File: config.mk
export PLATFORM = sky130hd
export DESIGN_NAME = serial_nibble_adder
export DESIGN_NICKNAME = d
export VERILOG_FILES = /design/src/rtl/serial_nibble_adder.sv
export SDC_FILE = /design/constraint.sdc
export NUM_CORES = 1
export LEC_CHECK = 0
export CAP_MARGIN = 20
export CORE_MARGIN = 5
export CORE_UTILIZATION = 40
export CTS_CLUSTER_SIZE = 24
export DETAILED_ROUTE_END_ITERATION = 6
export PLACE_DENSITY = 0.69
export REMOVE_ABC_BUFFERS = 1
export SETUP_SLACK_MARGIN = 0.15
export SYNTH_ARGS = -nofsm -noshare
export SYNTH_HDL_FRONTEND = slang
export SYNTH_SLANG_ARGS = --single-unit
export TNS_END_PERCENT = 1
File: constraint.sdc
create_clock -name clk -period 4.2 [get_ports clk]
set_clock_uncertainty 0.15 [all_clocks]
set_input_delay 0.63 -clock clk [delete_from_list [all_inputs] [get_ports clk]]
set_output_delay 0.63 -clock clk [all_outputs]
set_load 0.05 [all_outputs]
File: src/rtl/serial_nibble_adder.sv
// Multi-cycle wide adder controller: streams operand nibbles LSB-first to an external 4-bit adder and assembles the sum.
// Optional signed-overflow output enabled by defining SERIAL_NIBBLE_ADDER_OVF_EN.
module serial_nibble_adder #(
  parameter int NIBBLES = 4
) (
  input  logic                 clk,
  input  logic                 rst_n,
  input  logic                 in_valid,
  output logic                 in_ready,
  input  logic [4*NIBBLES-1:0] in_a,
  input  logic [4*NIBBLES-1:0] in_b,
  input  logic                 in_cin,
  output logic [3:0]           add_a,
  output logic [3:0]           add_b,
  output logic                 add_cin,
  input  logic [3:0]           add_sum,
  input  logic                 add_cout,
  output logic                 out_valid,
  input  logic                 out_ready,
  output logic [4*NIBBLES-1:0] out_sum,
  output logic                 out_cout,
  output logic                 out_ovf
);

  localparam int W  = 4 * NIBBLES;
  localparam int CW = (NIBBLES > 1) ? $clog2(NIBBLES) : 1;

  typedef enum logic [1:0] {IDLE, RUN, DONE} state_t;

  state_t         state, state_next;
  logic [W-1:0]   a_reg, b_reg, sum_reg, sum_shift;
  logic           carry_reg, cout_reg;
  logic [CW-1:0]  cnt;
  logic           last;

  assign last = (cnt == CW'(NIBBLES - 1));

  // New nibble enters at the top; after NIBBLES shifts nibble 0 sits at the bottom.
  generate
    if (NIBBLES == 1) begin : g_single
      assign sum_shift = add_sum;
    end else begin : g_multi
      assign sum_shift = {add_sum, sum_reg[W-1:4]};
    end
  endgenerate

  always_comb begin
    state_next = state;
    in_ready   = 1'b0;
    out_valid  = 1'b0;
    add_a      = 4'd0;
    add_b      = 4'd0;
    add_cin    = 1'b0;
    case (state)
      IDLE: begin
        in_ready = 1'b1;
        if (in_valid) state_next = RUN;
      end
      RUN: begin
        add_a   = a_reg[3:0];
        add_b   = b_reg[3:0];
        add_cin = carry_reg;
        if (last) state_next = DONE;
      end
      DONE: begin
        out_valid = 1'b1;
        if (out_ready) state_next = IDLE;
      end
      default: state_next = IDLE;
    endcase
  end

  always_ff @(posedge clk or negedge rst_n) begin
    if (!rst_n) begin
      state     <= IDLE;
      a_reg     <= '0;
      b_reg     <= '0;
      sum_reg   <= '0;
      carry_reg <= 1'b0;
      cout_reg  <= 1'b0;
      cnt       <= '0;
    end else begin
      state <= state_next;
      case (state)
        IDLE: begin
          if (in_valid) begin
            a_reg     <= in_a;
            b_reg     <= in_b;
            carry_reg <= in_cin;
            cnt       <= '0;
          end
        end
        RUN: begin
          sum_reg   <= sum_shift;
          carry_reg <= add_cout;
          a_reg     <= a_reg >> 4;
          b_reg     <= b_reg >> 4;
          cnt       <= cnt + 1'b1;
          if (last) cout_reg <= add_cout;
        end
        default: ;
      endcase
    end
  end

  assign out_sum  = sum_reg;
  assign out_cout = cout_reg;

`ifdef SERIAL_NIBBLE_ADDER_OVF_EN
  logic ovf_reg;

  // Overflow is judged on the MSB nibble only: operand signs agree but sum sign differs.
  always_ff @(posedge clk or negedge rst_n) begin
    if (!rst_n) begin
      ovf_reg <= 1'b0;
    end else if (state == RUN && last) begin
      ovf_reg <= (add_a[3] == add_b[3]) && (add_sum[3] != add_a[3]);
    end else if (state == DONE && out_ready) begin
      ovf_reg <= 1'b0;
    end
  end

  assign out_ovf = ovf_reg;
`else
  assign out_ovf = 1'b0;
`endif

endmodule

==> results.yml <==
run_status:
  status: "complete, no violations"
final_layout:
  area_delta_synth_final_pct: 30.1
  num_antenna_cells: 0
  finish.utilization_pct: 54.3
  fin_area_um2: 3270
  fillers: 566
  drive_gt1_share_pct: 6.23
  finalNetCount: 364
worst_setup_path:
  reg2regPathDepth: 3
  ff2ff_setup_slack_ns: 2.25
  worstSetupStartpointType: "flop"
  cp.required_ns: 3.42
  crit_arrival_ns: 2.19
  rr_startpoint: "state[1]"
  r2r_end: "a_reg[9]"
  critPathMaxFanout: 55
  end_kind: "output port"
  critPathKind: "reg2out"
sta:
  slew_headroom_pct: 57.2
  worst_slew_pin_slew_ns: 0.642
  rsz0062_at_grt: "no"
  final_hold_viol_count: 0
  fin_tns_setup_ns: 0
  period_minus_slack_ns: 2.97
  report.final.slew_viol_count: 0
  timing.fmax_mhz: 337
  layout_setup_ws_ns: 1.23
  fin_crit_sh_pct: 70.7
  setup_violations: 0
placed_design:
  placed_cell_area_um2: 3180
  gp_congestion: 0.756
  place_worst_setup_slack_ns: 1.57
  io_buffers: 69
  dp_hpwl_um: 4010
route:
  via_count: 2021
  antenna_left: 0
  first_pass_iters: 6
  viasPerCell: 5.10
  wl_per_cell_um: 14.7
  wl_um: 5820
  post-route-drc-count: 0
  drt_iter0_drc: 150
synthesis:
  ys_seq_area_share_pct: 53.8
  synthMuxAreaShare_pct: 0.448
  synth_area_leaders: "dfrtp_1 (54%), nand2_1 (8.5%), nor3_1 (6.8%), nor3b_1 (5.1%), nor2_1 (2.8%)"
  yosysTopAreaCell: "dfrtp_1"
  synth-simple-area-share_pct: 30.4
  synth_xor_area_share_pct: 0
  synth_cell_types: 29
  synth_top_family_by_area: "simple AND/OR/NAND/NOR gates"
  yosysWarningCount: 0
  synth_top_area_share_pct: 53.8
  synth_compound_area_share_pct: 8.71
  synthAdderAreaFrac_pct: 0.498
  synthesis.area_um2: 2510
  ys_seq_elements: 54
  postSynthAreaPerCell_um2: 9.63
  synth_cells: 261
global_route:
  grt-ovfl-total: 0
  grt_usage_pct: 15.6
  grt_max_degree: 56
  grt_pass1_vias: 2007
  grt_pass1_wl_um: 9710
  antenna_found_initial: 0
clocking:
  post_cts_buffers: 0
  postCtsHoldBufs: 0
  cts_buffers: 5
  insertion_delay_ns: 0.30
  cts_resized: 0
  clockBufferDepth: 2
  clkSinkCount: 54
  htreeDepth: 2
  tritoncts: "yes"
  path_clk_slew_ns: 0.09
  root_buffer: "clkbuf_8"
die:
  rows: 28
  pin_count: 71
  dieArea_um2: 7970
  fp.dieW_um: 89.3
  start_util_pct: 41.7
  die_h_um: 89.3
  coreArea_um2: 6030
power:
  ir_drop_uv: 486
  power-per-cell-area_nw_per_um2: 862
  leakagePower_nw: 1.43
run:
  cap_violations: 0
min_path:
  hold_class: "in2async"
synthesized netlist by cell type:
cell	instances
nand2_1	57
dfrtp_1	54
nor3_1	34
nor2_1	19
nor3b_1	17
o21ai_0	10
and2_1	9
nand2b_1	9
a22o_1	7
buf_2	7
a221o_1	6
buf_4	6
buf_6	5
clkbuf_1	3
a21oi_1	2
nand3b_1	2
o221a_2	2
and2b_1	1
conb_1	1
ha_1	1
inv_1	1
mux2_2	1
nand2b_2	1
nor2_4	1
nor2b_1	1
nor2b_4	1
o21ai_1	1
o21ba_2	1
or2_1	1
metal layers:
metal | wire, um | GRT usage (%)
met5 | 0 | 0
met4 | 18 | 3.65
met3 | 461 | 3.59
met2 | 2650 | 24.2
met1 | 2690 | 22.2
cells in the final DEF (no fill, tap or decap), drive strengths merged, types with 2 or more instances in the layout:
| master | netlist | routed |
|---|---|---|
| nor2b | 2 | 2 |
| nand3b | 2 | 2 |
| nor2 | 20 | 20 |
| nor3b | 17 | 17 |
| nand2 | 57 | 57 |
| o21ai | 11 | 11 |
| clkbuf | 3 | 7 |
| a221o | 6 | 6 |
| dfrtp | 54 | 54 |
| clkdlybuf4s50 | 0 | 68 |
| o221a | 2 | 2 |
| a21oi | 2 | 2 |
| nor3 | 34 | 34 |
| a22o | 7 | 7 |
| and2 | 9 | 9 |
| nand2b | 10 | 10 |
| buf | 18 | 6 |
worst max-delay path, stage by stage, from the launching register on:
cell	delay, ns
dfrtp_2	0.40
buf_4	0.46
nand2b_1	0.14
inv_1	0.09
clkdlybuf4s50_1	0.79
power breakdown:
| group | switching, mW | internal, mW |
|---|---|---|
| clock | 0.160 | 0.131 |
| combinational | 1.00 | 0.599 |
| sequential | 0.151 | 0.772 |
cells by family after synthesis:
family	Yosys count
simple gates	153
flops	54
compound gates	29
buf+inv	22
mux	1
fa+ha+maj	1
other cells	1
metrics by stage:
| stage | power, mW | hold slack, ns | std cells |
|---|---|---|---|
| after floorplan | 2.01 | 0.184 | 240 |
| after global placement | 2.52 | 0.308 | 389 |
| after detailed placement | 2.56 | 0.312 | 389 |
| after CTS | 2.85 | 0.165 | 396 |
| after global routing | 3.03 | 0.183 | 396 |
| final | 2.82 | 0.156 | 396 |
worst max-delay path by stage:
stage / depth (start not counted) / start / endpoint / slack [ns]
after floorplan: 2 / state[1] / add_a[0] / 1.55
after global placement: 4 / state[1] / out_valid / 1.63
after detailed placement: 4 / state[1] / out_valid / 1.57
after CTS: 4 / state[1] / out_valid / 1.22
after global routing: 4 / state[1] / out_valid / 1.09
final: 4 / state[1] / out_valid / 1.23
final cells by class:
type / count / area, um2 / area share [%]
Sequential cell: 54 / 1350 / 41.4
Clock buffer: 7 / 86.3 / 2.64
Multi-Input combinational cell: 185 / 1010 / 30.9
Inverter: 1 / 3.75 / 0.115
Tap cell: 75 / 93.8 / 2.87
Timing Repair Buffer: 74 / 723 / 22.1
No activity file was read; power rests on OpenSTA's default activity.
